### src/rtl/cavlc_nc_ram_2p.sv
// Simple dual-port word RAM with a background zero-fill sweep and range checking.
// Define CAVLC_RAM_BYPASS_EN for write-first reads; the default build is read-first.
module cavlc_nc_ram_2p #(
  parameter int DATA_W = 36,
  parameter int ADDR_W = 7,
  parameter int DEPTH  = 120
) (
  input  logic              clk,
  input  logic              rst,
  input  logic              clr_start,
  output logic              busy,
  output logic              clr_done,
  input  logic              we,
  input  logic [ADDR_W-1:0] waddr,
  input  logic [DATA_W-1:0] wdata,
  input  logic              rd,
  input  logic [ADDR_W-1:0] raddr,
  output logic [DATA_W-1:0] rdata,
  output logic              rvalid,
  output logic              addr_err
);

  typedef enum logic {
    IDLE  = 1'b0,
    CLEAR = 1'b1
  } state_e;

  localparam logic [ADDR_W:0]   DepthExt = (ADDR_W+1)'(DEPTH);
  localparam logic [ADDR_W-1:0] LastAddr = ADDR_W'(DEPTH - 1);

  state_e            state_q, state_d;
  logic [ADDR_W-1:0] cnt_q, cnt_d;
  logic              clr_done_q, clr_done_d;
  logic [DATA_W-1:0] rdata_q, rdata_d;
  logic              rvalid_q, rvalid_d;
  logic              addr_err_q, addr_err_d;

  logic [DATA_W-1:0] mem [DEPTH];

  logic              clearing;
  logic              waddr_ok;
  logic              raddr_ok;
  logic              user_we;
  logic              mem_we;
  logic [ADDR_W-1:0] mem_waddr;
  logic [DATA_W-1:0] mem_wdata;

  assign clearing = (state_q == CLEAR);
  assign waddr_ok = ({1'b0, waddr} < DepthExt);
  assign raddr_ok = ({1'b0, raddr} < DepthExt);

  // The sweep owns the write port while it runs; user writes are dropped silently.
  assign user_we   = we && waddr_ok && !clearing;
  assign mem_we    = clearing || user_we;
  assign mem_waddr = clearing ? cnt_q : waddr;
  assign mem_wdata = clearing ? '0 : wdata;

  always_ff @(posedge clk) begin
    if (mem_we) begin
      mem[mem_waddr] <= mem_wdata;
    end
  end

  always_comb begin
    state_d    = state_q;
    cnt_d      = cnt_q;
    clr_done_d = 1'b0;
    case (state_q)
      IDLE: begin
        if (clr_start) begin
          state_d = CLEAR;
          cnt_d   = '0;
        end
      end
      CLEAR: begin
        if (clr_start) begin
          cnt_d = '0;
        end else if (cnt_q == LastAddr) begin
          state_d    = IDLE;
          cnt_d      = '0;
          clr_done_d = 1'b1;
        end else begin
          cnt_d = cnt_q + 1'b1;
        end
      end
      default: begin
        state_d = IDLE;
        cnt_d   = '0;
      end
    endcase
  end

  // Reads during the sweep return zero so stale contents never leak out.
  always_comb begin
    rdata_d  = rdata_q;
    rvalid_d = 1'b0;
    if (rd) begin
      rvalid_d = 1'b1;
      if (clearing || !raddr_ok) begin
        rdata_d = '0;
`ifdef CAVLC_RAM_BYPASS_EN
      end else if (user_we && (waddr == raddr)) begin
        rdata_d = wdata;
`endif
      end else begin
        rdata_d = mem[raddr];
      end
    end
  end

  assign addr_err_d = (we && !waddr_ok && !clearing) || (rd && !raddr_ok);

  always_ff @(posedge clk or posedge rst) begin
    if (rst) begin
      state_q    <= IDLE;
      cnt_q      <= '0;
      clr_done_q <= 1'b0;
      rdata_q    <= '0;
      rvalid_q   <= 1'b0;
      addr_err_q <= 1'b0;
    end else begin
      state_q    <= state_d;
      cnt_q      <= cnt_d;
      clr_done_q <= clr_done_d;
      rdata_q    <= rdata_d;
      rvalid_q   <= rvalid_d;
      addr_err_q <= addr_err_d;
    end
  end

  assign busy     = clearing;
  assign clr_done = clr_done_q;
  assign rdata    = rdata_q;
  assign rvalid   = rvalid_q;
  assign addr_err = addr_err_q;

endmodule

### config.mk
export PLATFORM = sky130hd
export DESIGN_NAME = cavlc_nc_ram_2p
export DESIGN_NICKNAME = d
export VERILOG_FILES = /design/src/rtl/cavlc_nc_ram_2p.sv
export SDC_FILE = /design/constraint.sdc
export NUM_CORES = 2
export LEC_CHECK = 0
export ABC_AREA = 0
export BUFFER_PORTS_ARGS = -buffer_cell sky130_fd_sc_hd__buf_2
export CAP_MARGIN = 25
export CORE_ASPECT_RATIO = 0.6
export CORE_MARGIN = 4
export CORE_UTILIZATION = 50
export DETAILED_ROUTE_END_ITERATION = 8
export PLACE_DENSITY = 0.75
export SETUP_SLACK_MARGIN = 0.5
export SYNTH_ARGS = -nofsm -noshare
export SYNTH_HDL_FRONTEND = slang
export SYNTH_MEMORY_MAX_BITS = 65536
export SYNTH_SLANG_ARGS = --single-unit
export TNS_END_PERCENT = 10
### constraint.sdc
create_clock -name clk -period 5.1 [get_ports clk]
set_input_delay 1.53 -clock clk [delete_from_list [all_inputs] [get_ports clk]]
set_output_delay 1.53 -clock clk [all_outputs]
set_load 0.05 [all_outputs]
==> flow_summary.ini <==
[routing]
dr.pass1.iters = 6
num_vias = 87100
vias_per_cell = 6.77
drt_iter0_drc = 16300
post_drt_wl_per_cell_um = 37.1
ant_nets = 0
wirelength_um = 477000
post-route-drc-count = 0

[pwr]
ir_drop_v = 0.000308
powerDensity_nw_per_um2 = 369
cellLeakagePower_nw = 61.1

[synth]
yosysTopAreaCellShare_pct = 77.5
syn_avg_cell_area_um2 = 22.4
synth_area_um2 = 167000
yosys_warnings = 0
synth_top_area_cell = edfxtp_1
ys.flop_type = edfxtp_1
synth_edf_count = 4320
netlist_instances = 7486
ys_seq_area_share_pct = 78.2
ys_async_sr_fraction_pct = 1.08
synth_nets = 7542
synth.top_cells.by_area = edfxtp_1 (77%), mux4_2 (13%), mux2i_1 (2.0%)
ys_types = 60
ys_ff_latch = 4367

[grt]
track_usage_pct = 27.4
grt_max_degree = 121
overflow = 0
grt_pass1_wl_um = 668000
grt_pass1_vias = 85400
antenna_found_initial = 37

[sta]
setup_tns_ns = 0
period_needed_ns = 4.46
max_freq_mhz = 224
grt_setup_unrepaired = false
fin_crit_sh_pct = 87.5
worst_slew_pin_slew_ns = 1.15
slew_headroom_pct = 23.4
final_max_slew_viol_count = 0
hold_viol = 0
setup_viol = 0
fin_worst_skew_ns = 0.0681

[clock_network]
clkLatencyLatePin_ns = 0.94
hold_buffers = 0
clk_pin_slew_ns = 0.06
cts_inserted_buffers = 360
cts_max_path_buffers = 4
cts_tree = yes
clock_sinks = 4367
postCtsSetupBuffers = 0
cts_resized = 0
cts_max_level = 5
cts_root_buf = clkbuf_16

[hold_path]
hp-class = register to register

[floorplanning]
die_h_um = 456
ios = 95
die_x_um = 755
row_count = 164
dieArea_um2 = 345000
core_um2 = 333000
start_util_pct = 50.3

[placement]
dpl.hpwl_um = 281000
gp_congestion = 0.887
io_buffer_count = 94
placedCellCount = 12200

[layout]
fin_nets = 8138
layout-drive-gt1-share_pct = 29.6
fillers = 23100
stdcell_count = 12900
area_delta_synth_final_pct = 13.7

[critical_path]
crit_arrival_ns = 5.24
critPathLaunchType = input port
cp_max_fo = 42
crit_path_end_kind = register
crit_type = input port to register
critPathRequiredTime_ns = 5.88

[run]
drv_cap = 0

[run_status]
outcome = complete, no violations
==> sequential cells by signal, summed over array words and instances (netlist names) <==
| register | cells |
|---|---|
| addr_err | 1 |
| busy | 1 |
| clr_done | 1 |
| cnt_q | 7 |
| mem | 4320 |
| rdata | 36 |
| rvalid | 1 |
==> stage by stage <==
stage | setup slack, ns | utilization (%) | power [mW] | hold slack [ns] | cell area [um2]
after floorplan | -0.140 | - | 41.6 | 0.510 | 167000
after global placement | -0.296 | 53.6 | 42.7 | 0.518 | 178000
after detailed placement | -0.103 | 53.6 | 42.7 | 0.545 | 179000
after CTS | 0.665 | 57.1 | 70.4 | 0.567 | 190000
after global routing | 0.653 | 57.2 | 72.2 | 0.601 | 190000
final | 0.637 | 57.2 | 70.3 | 0.567 | 190000
==> logic make-up after synthesis <==
family / count (synthesis) / synth area share, %
fa+ha+maj: 1 / 0.00747
simple gates: 439 / 1.19
buf+inv: 445 / 1.63
mux: 1397 / 15.6
xor+xnor: 1 / 0.00523
flops: 4367 / 78.2
compound gates: 836 / 3.42
==> final timing paths <==
path / startpoint / to / slack, ns / cells past startpoint
max in group asynchronous: rst / rdata[7] / 2.99 / 3
min: rdata[17] / rdata[17] / 0.57 / 2
max: raddr[0] / rdata[3] / 0.64 / 9
min reg2reg: rdata[17] / rdata[17] / 0.57 / 2
min in group asynchronous: rst / rdata[3] / 0.82 / 2
max reg2reg: busy / rdata[34] / 1.45 / 8
==> critical path, stage by stage <==
cell      delay (ns)
buf_12          0.38
buf_4           0.50
buf_4           0.42
mux4_2          0.56
o221ai_1        0.21
a21oi_1         0.35
a221oi_1        0.79
buf_4           0.24
o21ai_1         0.07
==> cell usage after synthesis, types with 28 or more instances <==
| cell | count |
|---|---|
| a211oi_1 | 37 |
| dfrtp_1 | 47 |
| o22ai_1 | 35 |
| mux2i_1 | 330 |
| mux2_2 | 111 |
| buf_4 | 44 |
| nand2_1 | 111 |
| buf_6 | 65 |
| clkbuf_1 | 179 |
| a22oi_1 | 157 |
| o21ai_1 | 55 |
| mux4_2 | 955 |
| buf_2 | 86 |
| o211ai_1 | 28 |
| nor2_1 | 177 |
| a21oi_1 | 242 |
| o21ai_0 | 38 |
| nor2b_1 | 58 |
| a221oi_1 | 48 |
| o221ai_1 | 85 |
| edfxtp_1 | 4320 |
| buf_1 | 38 |
==> routing by layer <==
metal	routed length, um	global-route usage [%]	share of wire, %
met1	169000	39.7	35
met2	203000	38.0	42
met3	90000	12.1	19
met4	15700	7.60	3.3
met5	145	0	0.030
==> cell usage in the layout, fill, tap and decap left out, types with 9 or more instances in the layout <==
cell / instances
diode_2: 16
buf_12: 158
bufinv_16: 41
clkinvlp_4: 19
o21ai_0: 37
dfrtp_1: 46
a2111oi_0: 15
nand3_1: 14
o22a_1: 22
o22ai_1: 35
nor3_1: 11
o221ai_1: 85
edfxtp_1: 4320
mux2i_1: 330
o21ai_1: 56
clkinv_1: 74
a21oi_1: 235
nor2b_1: 18
clkbuf_1: 60
nor2_4: 122
nor2_1: 52
o211ai_1: 28
mux2_2: 111
a22o_1: 18
and2_1: 16
mux4_2: 955
buf_2: 89
a22oi_1: 157
nand2_1: 101
a211oi_1: 36
nor2b_4: 39
clkinv_2: 71
a2111oi_2: 9
clkbuf_16: 367
buf_4: 413
a221oi_1: 48
o311ai_1: 9
==> final cells by class <==
| cell class | count | area, um2 | area share, % |
|---|---|---|---|
| Sequential cell | 4367 | 131000 | 68.8 |
| Antenna cell | 16 | 40.0 | 0.0210 |
| Multi-Input combinational cell | 2674 | 35200 | 18.5 |
| Clock inverter | 220 | 2220 | 1.17 |
| Inverter | 9 | 40.0 | 0.0210 |
| Clock buffer | 434 | 9510 | 4.99 |
| Timing Repair Buffer | 670 | 6850 | 3.60 |
| Tap cell | 4482 | 5610 | 2.95 |
==> power by group <==
group | switching, mW | internal (mW) | total (mW)
clock network | 12.8 | 15.4 | 28.3
logic | 1.87 | 1.24 | 3.11
registers | 0.0274 | 38.9 | 38.9
No activity file was read; power rests on OpenSTA's default activity.
